### src/rtl/neu_pkg.sv
// Shared definitions for the grid path-cost node: compass encodings,
// direction-word layout, default step costs and all-ones helpers.
package neu_pkg;

   // Compass encoding used in the low three bits of path_dir.
   typedef enum logic [2:0] {
      DIR_N  = 3'd0,
      DIR_NE = 3'd1,
      DIR_E  = 3'd2,
      DIR_SE = 3'd3,
      DIR_S  = 3'd4,
      DIR_SW = 3'd5,
      DIR_W  = 3'd6,
      DIR_NW = 3'd7
   } compass_e;

   // Bit of path_dir that marks a valid direction.
   localparam int DIR_VALID = 3;

   // Default step costs in half-units.
   localparam int DEF_PERP_COST = 2;
   localparam int DEF_DIAG_COST = 3;

   // Mask with the low w bits set (w up to 32).
   function automatic logic [31:0] ones_mask(input int unsigned w);
      logic [31:0] m;
      if (w >= 32) begin
         m = 32'hFFFF_FFFF;
      end else begin
         m = (32'd1 << w) - 32'd1;
      end
      return m;
   endfunction

   // True when the low w bits of v are all ones.
   function automatic logic all_ones(input logic [31:0] v, input int unsigned w);
      logic [31:0] m;
      m = ones_mask(w);
      return ((v & m) == m);
   endfunction

   // A cost of all ones means the cell has not been reached yet.
   function automatic logic is_unreached(input logic [31:0] cost, input int unsigned w);
      return all_ones(cost, w);
   endfunction

   // A weight of all ones means the cell cannot be entered.
   function automatic logic is_inaccessible(input logic [31:0] weight, input int unsigned w);
      return all_ones(weight, w);
   endfunction

endpackage

### src/rtl/neu_lane_min.sv
// Balanced compare tree over LANES candidate travel costs. Returns the
// smallest valid value, the lane it came from (lowest lane on ties) and
// whether any lane was valid at all. LANES must be a power of two.
module neu_lane_min
   import neu_pkg::*;
#(
   parameter int VAL_W = 13,
   parameter int LANES = 1,
   parameter int IDX_W = 1
) (
   input  logic [LANES*VAL_W-1:0] vals,
   input  logic [LANES-1:0]       valid,
   output logic [VAL_W-1:0]       min_val,
   output logic [IDX_W-1:0]       min_idx,
   output logic                   any_valid
);

   // Heap-ordered tree: node 1 is the root, leaves sit at LANES..2*LANES-1.
   logic [VAL_W-1:0] node_val_s [1:2*LANES-1];
   logic [IDX_W-1:0] node_idx_s [1:2*LANES-1];
   logic             node_ok_s  [1:2*LANES-1];

   // Load the leaves, then reduce pairwise toward the root preferring the left child.
   always_comb begin
      logic pick_right_v;
      pick_right_v = 1'b0;
      for (int i = 1; i < 2*LANES; i++) begin
         node_val_s[i] = '0;
         node_idx_s[i] = '0;
         node_ok_s[i]  = 1'b0;
      end
      for (int i = 0; i < LANES; i++) begin
         node_val_s[LANES+i] = vals[i*VAL_W +: VAL_W];
         node_idx_s[LANES+i] = IDX_W'(i);
         node_ok_s[LANES+i]  = valid[i];
      end
      for (int i = LANES-1; i >= 1; i--) begin
         pick_right_v = node_ok_s[2*i+1] &&
                        (!node_ok_s[2*i] || (node_val_s[2*i+1] < node_val_s[2*i]));
         if (pick_right_v) begin
            node_val_s[i] = node_val_s[2*i+1];
            node_idx_s[i] = node_idx_s[2*i+1];
         end else begin
            node_val_s[i] = node_val_s[2*i];
            node_idx_s[i] = node_idx_s[2*i];
         end
         node_ok_s[i] = node_ok_s[2*i] | node_ok_s[2*i+1];
      end
   end

   assign min_val   = node_val_s[1];
   assign min_idx   = node_idx_s[1];
   assign any_valid = node_ok_s[1];

endmodule

### src/rtl/neu_gen.sv
// Grid path-cost node. Each relax cycle evaluates LANES neighbours of the
// current group, keeps the cheapest route if it beats the stored cost, and
// tracks sweep completion and stability for the array controller.
module neu_gen
   import neu_pkg::*;
#(
   parameter int COST_W    = 12,
   parameter int WEIGHT_W  = 4,
   parameter int NBR       = 8,
   parameter int LANES     = 1,
   parameter int PERP_COST = DEF_PERP_COST,
   parameter int DIAG_COST = DEF_DIAG_COST
) (
   input  logic                  clk,
   input  logic                  rst,
   input  logic                  clr,
   input  logic                  ld,
   input  logic [WEIGHT_W-1:0]   ld_weight,
   input  logic                  en,
   input  logic [NBR*COST_W-1:0] nbr_cost,
   output logic [COST_W-1:0]     path_cost,
   output logic [3:0]            path_dir,
   output logic                  path_mod,
   output logic                  sweep_done,
   output logic                  stable
);

   localparam int GRPS    = NBR / LANES;
   localparam int GRP_W   = (GRPS > 1) ? $clog2(GRPS) : 1;
   localparam int QUIET_W = $clog2(GRPS + 1);
   localparam int VAL_W   = COST_W + 1;
   localparam int IDX_W   = (LANES > 1) ? $clog2(LANES) : 1;

   logic [COST_W-1:0]   cost_r;
   logic [3:0]          dir_r;
   logic [WEIGHT_W-1:0] weight_r;
   logic [GRP_W-1:0]    grp_r;
   logic [QUIET_W-1:0]  quiet_r;
   logic                path_mod_r;
   logic                sweep_done_r;
   logic                stable_r;

   logic [LANES*VAL_W-1:0] lane_val_s;
   logic [LANES-1:0]       lane_ok_s;
   logic [VAL_W-1:0]       min_val_s;
   logic [IDX_W-1:0]       min_idx_s;
   logic                   any_valid_s;
   logic                   inacc_s;
   logic                   update_s;
   logic [3:0]             dir_nxt_s;
   logic [GRP_W-1:0]       grp_nxt_s;
   logic                   grp_last_s;
   logic [QUIET_W-1:0]     quiet_inc_s;

   // Per-lane travel cost: neighbour + doubled weight + step, one bit wider to catch overflow.
   always_comb begin
      int               k_v;
      logic [COST_W-1:0] nbr_v;
      logic [VAL_W-1:0]  step_v;
      logic [VAL_W-1:0]  trav_v;
      k_v        = 0;
      nbr_v      = '0;
      step_v     = '0;
      trav_v     = '0;
      lane_val_s = '0;
      lane_ok_s  = '0;
      for (int j = 0; j < LANES; j++) begin
         k_v   = int'(grp_r) * LANES + j;
         nbr_v = nbr_cost[k_v*COST_W +: COST_W];
         if ((NBR == 8) && k_v[0]) begin
            step_v = VAL_W'(DIAG_COST);
         end else begin
            step_v = VAL_W'(PERP_COST);
         end
         trav_v = {1'b0, nbr_v} + (VAL_W'(weight_r) << 1) + step_v;
         lane_val_s[j*VAL_W +: VAL_W] = trav_v;
         lane_ok_s[j] = !trav_v[COST_W] && !is_unreached(32'(nbr_v), COST_W);
      end
   end

   neu_lane_min #(
      .VAL_W (VAL_W),
      .LANES (LANES),
      .IDX_W (IDX_W)
   ) u_lane_min (
      .vals      (lane_val_s),
      .valid     (lane_ok_s),
      .min_val   (min_val_s),
      .min_idx   (min_idx_s),
      .any_valid (any_valid_s)
   );

   // Decide whether the winning lane improves the cost and form the new direction word.
   always_comb begin
      int win_k_v;
      win_k_v   = int'(grp_r) * LANES + int'(min_idx_s);
      inacc_s   = is_inaccessible(32'(weight_r), WEIGHT_W);
      update_s  = any_valid_s && (min_val_s < {1'b0, cost_r});
      dir_nxt_s = '0;
      if (NBR == 8) begin
         dir_nxt_s[2:0] = 3'(win_k_v);
      end else begin
         dir_nxt_s[2:0] = 3'(win_k_v * 2);
      end
      dir_nxt_s[DIR_VALID] = 1'b1;
   end

   // Group counter wrap and saturating quiet-cycle increment.
   always_comb begin
      grp_last_s = (grp_r == GRP_W'(GRPS - 1));
      if (grp_last_s) begin
         grp_nxt_s = '0;
      end else begin
         grp_nxt_s = grp_r + GRP_W'(1);
      end
      if (quiet_r >= QUIET_W'(GRPS)) begin
         quiet_inc_s = quiet_r;
      end else begin
         quiet_inc_s = quiet_r + QUIET_W'(1);
      end
   end

   // Node state: reset, then source/weight control, then hold, freeze or relax.
   always_ff @(posedge clk) begin
      if (rst) begin
         cost_r       <= '1;
         dir_r        <= '0;
         weight_r     <= '1;
         grp_r        <= '0;
         quiet_r      <= '0;
         path_mod_r   <= 1'b0;
         sweep_done_r <= 1'b0;
         stable_r     <= 1'b0;
      end else if (clr || ld) begin
         if (clr) begin
            cost_r     <= '0;
            dir_r      <= '0;
            path_mod_r <= 1'b1;
         end else begin
            path_mod_r <= 1'b0;
         end
         if (ld) begin
            weight_r <= ld_weight;
         end
         quiet_r      <= '0;
         stable_r     <= 1'b0;
         sweep_done_r <= 1'b0;
      end else if (!en) begin
         path_mod_r   <= 1'b0;
         sweep_done_r <= 1'b0;
      end else if (inacc_s) begin
         path_mod_r   <= 1'b0;
         sweep_done_r <= 1'b0;
         stable_r     <= 1'b1;
      end else begin
         grp_r        <= grp_nxt_s;
         sweep_done_r <= grp_last_s;
         if (update_s) begin
            cost_r     <= min_val_s[COST_W-1:0];
            dir_r      <= dir_nxt_s;
            path_mod_r <= 1'b1;
            quiet_r    <= '0;
            stable_r   <= 1'b0;
         end else begin
            path_mod_r <= 1'b0;
            quiet_r    <= quiet_inc_s;
            stable_r   <= (quiet_inc_s >= QUIET_W'(GRPS));
         end
      end
   end

   assign path_cost  = cost_r;
   assign path_dir   = dir_r;
   assign path_mod   = path_mod_r;
   assign sweep_done = sweep_done_r;
   assign stable     = stable_r;

endmodule

### config.mk
export PLATFORM = sky130hd
export DESIGN_NAME = neu_gen
export DESIGN_NICKNAME = d
export VERILOG_FILES = /design/src/rtl/neu_pkg.sv /design/src/rtl/neu_lane_min.sv /design/src/rtl/neu_gen.sv
export SDC_FILE = /design/constraint.sdc
export NUM_CORES = 1
export LEC_CHECK = 0
export ABC_AREA = 1
export CORE_MARGIN = 10
export CORE_UTILIZATION = 45
export CTS_CLUSTER_DIAMETER = 60
export DETAILED_ROUTE_END_ITERATION = 7
export DONT_BUFFER_PORTS = 1
export GPL_ROUTABILITY_DRIVEN = 0
export SYNTH_ARGS = -nofsm -noshare
export SYNTH_HDL_FRONTEND = slang
export SYNTH_SLANG_ARGS = --single-unit
### constraint.sdc
create_clock -name clk -period 3.8 [get_ports clk]
set_input_delay 0.19 -clock clk [delete_from_list [all_inputs] [get_ports clk]]
set_output_delay 0.19 -clock clk [all_outputs]
set_load 0.05 [all_outputs]
==> results, run 1 <==
- The register-to-register setup slack is 0.06 ns.
- Data arrives at the worst endpoint at 3.96 ns.
- The mean number of vias per cell is 5.14.
- For this block, the initial DRC count from the detailed router was 157.
- The max-slew violation count was 0.
- The post-synthesis async set-or-reset flop share is 0%.
- The worst slack after detailed placement is -0.0107 ns.
- STA puts the critical path data required time at 4.02 ns.
- In this run the core area contains 30 standard-cell rows.
- The root buffer cell is sky130_fd_sc_hd__clkbuf_8.
- In this run the critical register-to-register path is launched from grp_r[0].
- The gate count of the mapped netlist is 518.
- The cell with the most instances after synthesis is sky130_fd_sc_hd__nand2_1.
- The sort of element at the end of the critical path is a flip-flop.
- The startpoint identified for the worst hold timing path is ld.
- The number of clock sinks seen by CTS is 30.
- The area share of the largest cell type after synthesis is 19.4%.
- When the netlist entered floorplanning its net count stood at 649.
- The number of buffers added on ports is 0.
- The final critical path takes up 98.4% of the cycle.
- The die height is 103 um.
- For the final database, setup skew stands at 0.00929 ns.
- The pre-antenna-repair detailed-routing pass consisted of 4 iterations.
- The synthesized netlist devotes 8.56% of its cell area to compound gates.
- The relative slew slack is 40.4%.
- The via count of the first global-routing pass is 3106.
- The final hold slack is 0.00331 ns.
- The average footprint of a synthesized cell is 5.99 sq um.
- In this run the power density over the cells is 384 mW/mm^2.
- The final route contains 3207 vias.
- The area of the core region is 0.00676 sq mm.
- The number of max-capacitance violations reported is 0.
- Setup repair after global routing could not meet its margin everywhere.
- The clock period minus final worst setup slack is 3.74 ns.
- The flow ran to the end, and the final reports show no timing, DRC or antenna violations.
- The total congestion overflow is 0.
- The library cell contributing the largest single delay on the critical path is sky130_fd_sc_hd__dfxtp_4.
- Of the total synthesized cell area, the portion taken by full adders, half adders and majority gates is 10.7%.
- The final count of negative-setup-slack endpoints is 0.
- Dividing the detail-routed wire length by the instance count gives 15.1 um.
- Counting distinct cell types in the post-synthesis netlist gives 29.
- The capture endpoint of the worst hold path is weight_r[0].
- The summed instance area of the synthesized netlist is 0.00310 sq mm.
- The total count of hold-check failures in the final report is 0.
- The net count of the finished layout is 675.
- The category of the critical setup timing path is flip-flop to flip-flop.
- The peak supply drop is 289 uV.
- The prevailing post-synth register cell is sky130_fd_sc_hd__dfxtp_1.
- In this run the worst path has a maximum fanout of 6.
- The die covers 0.0106 sq mm.
- Multiplexer cells account for 0% of the synthesized area.
- The first-pass GRT wire length is 13800 um.
- The power consumption is 1500 uW.
- After synthesis, the largest family of logic cells by area is simple AND/OR/NAND/NOR gates.
- For the pin with the worst max-slew slack, the measured transition is 0.892 ns.
- The repair_antennas step left the layout with diodes totalling 0.
- The H-tree was split into 2 levels.
- The number of antenna violations at the first check in global routing is 0.
- Timing would allow up to 0.267 GHz.
- The biggest cell delay along the critical path is 0.48 ns.
- The most numerous cell type found on the critical path is sky130_fd_sc_hd__nand2_2.
- The biggest area contributor in the post-synthesis netlist is sky130_fd_sc_hd__dfxtp_1.
- The path class of the tightest hold or removal check is primary input to flip-flop.
- The CTS tree is done.
- The number of enable-type register cells in the synthesized netlist is 0.
- The post-DP HPWL is 7090 um.
- Counting the buffers created by CTS gives 5.
- Yosys printed 0 warnings.
- The capturing point of the worst reg2reg path is path_dir[0].
- The part of the Yosys area used for sequential elements is 19.4%.
- Global routing consumed, over all layers together, 15.9% of the routing resources.
- The initial cell density of the core is 45.9%.
- In the synthesized netlist, the cells that appear most often are 139 x sky130_fd_sc_hd__nand2_1, 84 x sky130_fd_sc_hd__inv_1, 67 x sky130_fd_sc_hd__nand3_1, 62 x sky130_fd_sc_hd__nor2_1, 30 x sky130_fd_sc_hd__dfxtp_1.
- From synthesis to final layout, the design area changed by 26.2%.
- In the final layout, the share of cells above drive strength 1 is 25.2%.
- The clock latency on the worst-skew pair is 0.28 ns.
- 124 I/O pins were placed.
- The maximum clock insertion buffer count is 2.
- The depth of the most critical reg-to-reg path is 25.
- The xor/xnor share of the synthesized area is 3.11%.
- Synthesis inferred 30 register bits.
- The count of antenna-violating nets left after detailed routing is 0.
- For this block, the routed nets add up to 9430 um of wire.
- The analysis attributes to cell leakage a power of 0.00200 uW.
- The total of fill cells in the finished design is 664.
- Counting instances, the worst hold path has a depth of 1.
- Setup slack closes at 0.0605 ns.
- The kind of start point of the critical path is a flip-flop.
- The maximum number of pins on one net before global-route repair is 28.
- After detailed routing, the number of remaining DRC violations is 0.
- The area fraction in and, or, nand and nor cells after synthesis is 41.2%.
- In the post-synthesis netlist, the biggest area contributors are sky130_fd_sc_hd__dfxtp_1 19%, sky130_fd_sc_hd__nand2_1 17%, sky130_fd_sc_hd__nand3_1 11%, sky130_fd_sc_hd__inv_1 10%, sky130_fd_sc_hd__ha_1 10%.
- The die boundary width is 103 um.
- After clock tree synthesis, the clock-pin slew on the worst setup and hold paths is 0.07 ns.
-- through the flow --
stage,std cells,TNS [ns],instance area (sq um),util (%)
floorplan,518,0,3100,-
global placement,605,0,3270,48.3
detailed placement,605,-0.0619,3270,48.3
CTS,613,0,3400,50.3
global route,624,-2.95,3910,57.9
finish,624,0,3910,57.9
-- layout by cell type (no fill, tap or decap), types with 6 or more instances in the layout --
cell type / n
sky130_fd_sc_hd__nand2_1: 116
sky130_fd_sc_hd__inv_1: 80
sky130_fd_sc_hd__nor2_1: 60
sky130_fd_sc_hd__nand3_1: 52
sky130_fd_sc_hd__buf_4: 34
sky130_fd_sc_hd__dfxtp_1: 29
sky130_fd_sc_hd__nand3_2: 26
sky130_fd_sc_hd__nand2_2: 24
sky130_fd_sc_hd__o21ai_0: 15
sky130_fd_sc_hd__ha_1: 14
sky130_fd_sc_hd__o21ai_1: 13
sky130_fd_sc_hd__a21oi_1: 12
sky130_fd_sc_hd__ha_4: 10
sky130_fd_sc_hd__xor2_1: 6
sky130_fd_sc_hd__clkbuf_8: 6
-- per-layer routing --
| layer | vias to the layer above | GRT usage (%) | wire [um] |
|---|---|---|---|
| met5 | - | 0 | 0 |
| met4 | 0 | 2.25 | 44 |
| met3 | 4 | 5.63 | 837 |
| met2 | 95 | 29.1 | 4890 |
| met1 | 1437 | 17.6 | 3660 |
| li1 | 1671 | - | - |
-- power by group --
group          internal (uW)  total, uW  switching (uW)
registers                335        415            79.4
logic                    355        755             400
clock network            210        331             121
total                    900       1500             600
-- how the worst max path moves through the flow --
stage	startpoint	to	cells after the start
after CTS	grp_r[0]	path_dir[0]	29
after detailed placement	grp_r[0]	path_dir[3]	24
final	grp_r[0]	path_dir[0]	25
after global placement	grp_r[0]	path_cost[7]	25
after global routing	grp_r[0]	path_dir[0]	25
after floorplan	grp_r[0]	path_cost[0]	27
-- sequential cells by signal, summed over array words and instances, names as in the netlist --
register,flops
path_cost,12
path_dir,4
quiet_r,4
weight_r,4
grp_r,3
path_mod,1
stable,1
sweep_done,1
-- worst max-delay path, delay by kind of cell, from the launching register on --
family          cells  cell delay (ns)
compound gates      5             0.73
xor+xnor            1             0.24
fa+ha+maj           3             0.80
buf+inv             3             0.32
flops               1             0.48
simple gates       13             1.09
-- logic make-up (layout without fill, tap and decap cells) --
| kind of cell | count (synthesis) | in the layout |
|---|---|---|
| AND/OR/NAND/NOR | 289 | 289 |
| buffers and inverters | 112 | 138 |
| AO/OA/AOI/OAI | 50 | 50 |
| flip-flops | 30 | 30 |
| adder cells (fa/ha/maj) | 26 | 26 |
| XOR/XNOR | 11 | 11 |
-- timing repair --
item	in CTS	in global routing
hold buffers	1	0
buffers inserted	0	8
resized for setup	3	83
endpoints found under the setup margin	18	22
gates cloned	0	3
pin swaps	0	34
endpoints found under the hold margin	7	0
-- final cells by class --
class                      instances  area, sq um  share of cell area (%)
clock inverter                     1         30.0                   0.768
timing repair inverter             1         8.76                   0.224
tap                               80          100                    2.56
inverter                          88          355                    9.09
multi-input combinational        376         2340                    59.9
timing repair buffer              42          389                    9.95
sequential                        30          604                    15.5
clock buffer                       6         82.6                    2.11
No activity file was read; power rests on OpenSTA's default activity.
==> run 2: changes to the inputs <==
Settings changed: CORE_ASPECT_RATIO set to 1.4, SKIP_CTS_REPAIR_TIMING set to 1.
==> run 2 against run 1 <==
- the flow now finishes with violations (negative setup slack)
- hold slack better by 0.0081 ns
- critical path depth is 3 higher
- critical endpoint is now path_cost[0]
- design area is 3.0% lower
- highest routed layer unchanged
- clock power is 19% lower
- combinational power is 11% lower
- largest cell class unchanged
- die area is 0.44% higher
- sequential share of layout area is 0.51 points higher
- global-route usage is 0.50 points lower
- critical path type unchanged
- final cell count is 1.4% higher
==> results, run 2 (synthesized netlist as in run 1, its figures left out) <==
- The flow ran to the end, but the final reports show violations.
- The final reports fail on negative setup slack.
- The total placed instance area is 0.00322 sq mm (-1.4%).
- The via count of the first global-routing pass is 3073 (-1.1%).
- The routed length per instance was 14.5 um (-3.8%).
- Setup repair after global routing could not meet its margin everywhere.
- The total CTS buffers came to 5 (unchanged).
- The peak supply drop is 435 uV (+51%).
- The post-DP HPWL is 7100 um (about the same).
- The total congestion overflow was 0 (unchanged).
- The die height is 118 um (+15%).
- The power density over the cells is 358 mW/mm^2 (-6.8%).
- The total of fill cells in the finished design is 690 (+3.9%).
- The accumulated negative setup slack was -0.0449 ns (-0.0449 ns).
- TritonCTS built the clock tree.
- The register-to-register setup slack is -0.02 ns (-0.08 ns).
- The initial cell density of the core is 46.6% (+0.69 points).
- The clock period minus final worst setup slack is 3.82 ns (+0.0764 ns).
- The total DRC errors in the routed layout came to 0 (unchanged).
- The total number of H-tree levels is 2 (unchanged).
- The final period utilization is 100% (+2.0 points).
- The number of antenna violations at the first check in global routing is 0 (unchanged).
- The count of inserted antenna diode cells is 0 (unchanged).
- The highest attainable clock frequency is 0.262 GHz (-2.0%).
- The most common library cell in the layout ignoring fill and taps is sky130_fd_sc_hd__nand2_1.
- The maximum clock insertion buffer count is 2 (unchanged).
- The number of flip-flops under the largest register name is 12 (unchanged).
- The maximum number of pins on one net before global-route repair is 28 (unchanged).
- The depth of the most critical reg-to-reg path is 28 (+12%).
- The number of vias in the routed layout is 3205 (-0.062%).
- The total detailed-routing wirelength was 9200 um (-2.4%).
- The worst endpoint required time is 3.93 ns (-0.09 ns).
- The storage element area is 606 sq um (+0.21%).
- The clock latency on the worst-skew pair is 0.28 ns (about the same).
- The worst hold path depth is 2 (+1).
- The relative slew slack is 37.6% (-2.8 points).
- The number of I/O pins is 124 (unchanged).
- The number of max-capacitance violations reported is 0 (unchanged).
- The arrival time of data at the critical path endpoint was 3.95 ns (about the same).
- The max-slew violation count is 0 (unchanged).
- The library cell contributing the largest single delay on the critical path is sky130_fd_sc_hd__dfxtp_4.
- The worst setup slack after layout came to -0.0159 ns (-0.0764 ns).
- The overall die area is 0.0107 sq mm (+0.44%).
- The cell area after layout is 0.00379 sq mm (-3.0%).
- The number of clock sinks seen by CTS is 30 (unchanged).
- The first-pass GRT wire length was 14200 um (+2.9%).
- The cell count after placement was 609 (+0.66%).
- The clock skew is 0.0106 ns (+0.00129 ns).
- The number of buffers added on ports is 0 (unchanged).
- The critical path is of the flip-flop to flip-flop type.
- The final hold slack is 0.0115 ns (+0.00815 ns).
- The count of antenna-violating nets left after detailed routing was 0 (unchanged).
- The multi-input combinational cell area came to 0.00225 sq mm (-4.0%).
- The first-pass iteration count of the detailed router is 4 (unchanged).
- The standby leakage power was 0.00198 uW (-1.3%).
- The worst hold path belongs to the class primary input to flip-flop.
- The power consumption is 1360 uW (-9.5%).
- The filler-free cell count of the finished design was 633 (+1.4%).
- The die boundary width was 90.2 um (-12%).
- The most common cell type on the critical path is sky130_fd_sc_hd__nand2_2.
- The actual slew at the worst max-slew pin is 0.935 ns (+0.0425 ns).
- The number of standard-cell rows in the floorplan was 35 (+17%).
- The library cells used most frequently in the layout, excluding fill and tap cells, are 115 x sky130_fd_sc_hd__nand2_1, 82 x sky130_fd_sc_hd__inv_1, 60 x sky130_fd_sc_hd__nor2_1.
- The area growth from synthesis to layout is 22.4%.
- The total count of hold-check failures in the final report was 0 (unchanged).
- The clock slew seen by the registers of the worst setup and hold paths came to 0.07 ns (about the same).
- Clock tree synthesis selected as its root buffer the cell sky130_fd_sc_hd__clkbuf_8.
- The global-route total usage across every layer came to 15.4% (-0.50 points).
- The biggest cell delay along the critical path is 0.41 ns (-0.07 ns).
- The proportion of layout cells with a drive suffix above 1 is 22.4% (-2.8 points).
- The final count of negative-setup-slack endpoints is 8 (+8).
- The area of the core region is 0.00666 sq mm (-1.5%).
- STA classifies the critical path startpoint as a flip-flop.
- The DRC marker count from the first detailed-route iteration was 111 (-29%).
- The worst setup path is captured at a flip-flop.
- The maximum net fanout on the critical path is 8 (+2).
- The net count of the finished layout was 671 (-0.59%).
- The mean number of vias per cell is 5.06 (-1.5%).
## run 2: cell types whose count changed in the layout (fill, tap and decap cells not counted), sizes merged
cell and delta:
clkinv +2, clkinvlp +1, dlygate4sd3 +1, buf -6, bufinv -1
## run 2: path summary, 6_finish.rpt
kind | startpoint | to
worst max-delay path | grp_r[0] | path_cost[0]
worst min-delay path | rst | weight_r[0]
worst max register to register | grp_r[0] | path_cost[0]
worst min register to register | quiet_r[3] | quiet_r[3]
## run 2: power by group
group	internal (uW)	leakage, uW	switching, uW
Sequential	335	0.000249	79.7
Combinational	309	0.00168	365
Clock	145	0.0000472	123
Total	790	0.00198	567
## run 2: final cells by class
type | instances | share of cell area (%)
clock inverter | 2 | 0.330
tap | 92 | 3.03
inverter | 88 | 9.63
multi-input combinational | 376 | 59.2
sequential | 30 | 16.0
clock buffer | 6 | 2.18
timing repair buffer | 37 | 9.23
timing repair inverter | 2 | 0.396
## run 2: stage by stage
stage | util, % | worst slack, ns
after CTS | 49.8 | -0.0990
after global routing | 57.0 | -0.242
after global placement | 48.4 | -0.0205
after floorplan | - | 0.0395
after detailed placement | 48.4 | -0.0805
final | 57.0 | -0.0159
## run 2: layer usage
layer	part of all wire [%]	track usage, %
met5	0	0
met4	1.4	4.09
met3	8.4	5.89
met2	49	26.1
met1	41	17.6
## run 2: critical path: cells and delay by family, from the launching register on
kind,cells,cell delay [ns]
AND/OR/NAND/NOR,18,1.51
adder cells (fa/ha/maj),4,1.09
buffers and inverters,4,0.38
flip-flops,1,0.41
XOR/XNOR,1,0.14
AO/OA/AOI/OAI,1,0.11
==> run 3: changes to the inputs <==
Settings changed: CORE_MARGIN 10 to 3, SETUP_SLACK_MARGIN set to 0.5.
==> run 3 against run 2 <==
- the run now ends clean
- final cell count is 2.1% lower
- combinational power is 9.2% lower
- via count is 2.9% lower
- sequential power hardly changed
- sequential share of layout area is 0.80 points higher
- design area is 5.0% lower
- fmax is 2.4% higher
- largest power group unchanged
- highest routed layer unchanged
==> results, run 3 (synthesized netlist as in run 1, its figures left out) <==
- The flow ran to the end, and the final reports show no timing, DRC or antenna violations.
- The filler-free cell count of the finished design came to 620 (-2.1%).
- The biggest cell delay along the critical path was 0.47 ns (+0.06 ns).
- The number of clock sinks seen by CTS is 30 (unchanged).
- The die boundary width is 76.2 um (-16%).
- The switching power is 551 uW (-3.0%).
- By instance count, the cell type seen most on the critical path is sky130_fd_sc_hd__nand2_1.
- Leaving out fill and tap cells, the most frequent cell in the layout is sky130_fd_sc_hd__nand2_1.
- The cell area after layout is 0.00361 sq mm (-5.0%).
- The die height is 104 um (-12%).
- The sequential cell fraction of total power came to 30.9% (+0.3 points).
- The via count of the first global-routing pass is 2925 (-4.8%).
- The final period utilization is 98.0% (-2.4 points).
- The number of antenna violations at the first check in global routing is 0 (unchanged).
- The maximum number of pins on one net before global-route repair is 28 (unchanged).
- The clock skew is 0.00966 ns (-0.000925 ns).
- Setup repair after global routing could not meet its margin everywhere.
- The maximum net fanout on the critical path was 8 (unchanged).
- In the layout the commonest cells are 124 x sky130_fd_sc_hd__nand2_1, 84 x sky130_fd_sc_hd__inv_1, 61 x sky130_fd_sc_hd__nor2_1.
- The number of flip-flops under the largest register name is 12 (unchanged).
- The total CTS buffers is 5 (unchanged).
- The area of the core region is 0.00666 sq mm (unchanged).
- The overall die area is 0.00794 sq mm (-26%).
- The clock period minus final worst setup slack was 3.72 ns (-0.0912 ns).
- The total congestion overflow was 0 (unchanged).
- The relative slew slack is 38.3% (+0.72 points).
- The highest attainable clock frequency was 0.268 GHz (+2.4%).
- The standby leakage power was 0.00189 uW (-4.3%).
- The number of max-capacitance violations reported is 0 (unchanged).
- In this run the worst hold path is classified as primary input to flip-flop.
- The first-pass iteration count of the detailed router is 4 (unchanged).
- The final count of negative-setup-slack endpoints is 0 (-8).
- The total count of hold-check failures in the final report is 0 (unchanged).
- The actual slew at the worst max-slew pin is 0.924 ns (-0.0109 ns).
- The library cell contributing the largest single delay on the critical path is sky130_fd_sc_hd__dfxtp_4.
- The cell count after placement is 602 (-1.1%).
- The worst setup slack after layout came to 0.0753 ns (+0.0912 ns).
- The post-DP HPWL is 6290 um (-11%).
- The count of antenna-violating nets left after detailed routing is 0 (unchanged).
- The routed length per instance was 13.2 um (-9.0%).
- From synthesis to final layout, the design area changed by 16.3%.
- The net count of the finished layout came to 658 (-1.9%).
- The net switching share of the total power is 41.0% (-0.81 points).
- The cell sitting at the root of the clock tree is a sky130_fd_sc_hd__clkbuf_8.
- The DRC marker count from the first detailed-route iteration is 141 (+27%).
- The worst slack after detailed placement is -0.0469 ns (+0.0336 ns).
- The worst endpoint required time was 3.93 ns (about the same).
- The share of power burned in combinational logic is 45.6% (-4.1 points).
- The setup path with the least slack is of type flip-flop to flip-flop.
- The number of I/O pins came to 124 (unchanged).
- The number of vias in the routed layout is 3111 (-2.9%).
- The clock latency on the worst-skew pair came to 0.28 ns (about the same).
- The count of inserted antenna diode cells is 0 (unchanged).
- The total placed instance area is 0.00321 sq mm (-0.43%).
- The power share of the clock group came to 23.5% (+3.8 points).
- The peak supply drop came to 403 uV (-7.5%).
- The number of buffers added on ports is 0 (unchanged).
- The number of standard-cell rows in the floorplan is 35 (unchanged).
- The final hold slack is 0.0287 ns (+0.0172 ns).
- The initial cell density of the core is 46.6% (unchanged).
- The sort of element at the end of the critical path is a flip-flop.
- The first-pass GRT wire length was 13300 um (-6.2%).
- The arrival time of data at the critical path endpoint is 3.85 ns (-0.10 ns).
- The mean number of vias per cell is 5.02 (-0.90%).
- The total number of H-tree levels was 2 (unchanged).
- The CTS tree is done.
- The proportion of layout cells with a drive suffix above 1 came to 17.8% (-4.6 points).
- The max-slew violation count is 0 (unchanged).
- The total detailed-routing wirelength is 8200 um (-11%).
- The power density over the cells was 372 mW/mm^2 (+4.1%).
- The total of fill cells in the finished design is 727 (+5.4%).
- The clock slew seen by the registers of the worst setup and hold paths is 0.07 ns (about the same).
- The maximum clock insertion buffer count came to 2 (unchanged).
- The design internal power came to 793 uW (+0.34%).
- STA classifies the critical path startpoint as a flip-flop.
- The total DRC errors in the routed layout is 0 (unchanged).
- The global-route total usage across every layer is 19.9% (+4.5 points).
-- run 3: path summary, 6_finish.rpt --
path / start / to / slack [ns] / depth (start not counted)
worst max-delay path: grp_r[0] / path_cost[11] / 0.08 / 25
worst min-delay path: ld_weight[3] / weight_r[3] / 0.03 / 2
worst max register to register: grp_r[0] / path_cost[11] / 0.08 / 25
worst min register to register: quiet_r[1] / quiet_r[1] / 0.52 / 2
-- run 3: area by class of cell --
class	count	area [sq um]	area share, %
multi-input cells	376	2180	60.4
repair buffers	25	233	6.45
repair inverters	1	8.76	0.243
well taps	92	115	3.19
flip-flops and latches	30	604	16.8
clock inverters	3	40.0	1.11
inverters	88	358	9.92
clock buffers	5	68.8	1.91
-- run 3: power by group through the flow --
| stage | clock, uW | combinational (uW) | sequential [uW] |
|---|---|---|---|
| after floorplan | 0 | 418 | 412 |
| after global placement | 0 | 516 | 419 |
| after detailed placement | 0 | 523 | 419 |
| after CTS | 320 | 528 | 412 |
| after global routing | 336 | 701 | 419 |
| final | 315 | 612 | 415 |
-- run 3: stage by stage --
stage	TNS (ns)	total power, uW	utilization, %
after floorplan	0	830	-
after global placement	0	935	48.2
after detailed placement	-0.307	942	48.2
after CTS	-0.713	1260	49.8
after global routing	-3.00	1460	54.2
final	0	1340	54.2
-- run 3: critical path, delay by kind of cell (launching register included) --
kind,cells,cell delay [ns]
AO/OA/AOI/OAI,4,0.60
XOR/XNOR,1,0.13
adder cells (fa/ha/maj),3,0.76
buffers and inverters,4,0.44
flip-flops,1,0.47
AND/OR/NAND/NOR,13,1.14
-- run 3: routing by layer --
| metal | vias to the layer above | part of all wire (%) | global-route usage (%) |
|---|---|---|---|
| met4 | 0 | 1.3 | 5.70 |
| li1 | 1638 | - | - |
| met3 | 7 | 6.7 | 4.85 |
| met5 | - | 0 | 0 |
| met2 | 97 | 50 | 36.2 |
| met1 | 1369 | 42 | 23.0 |
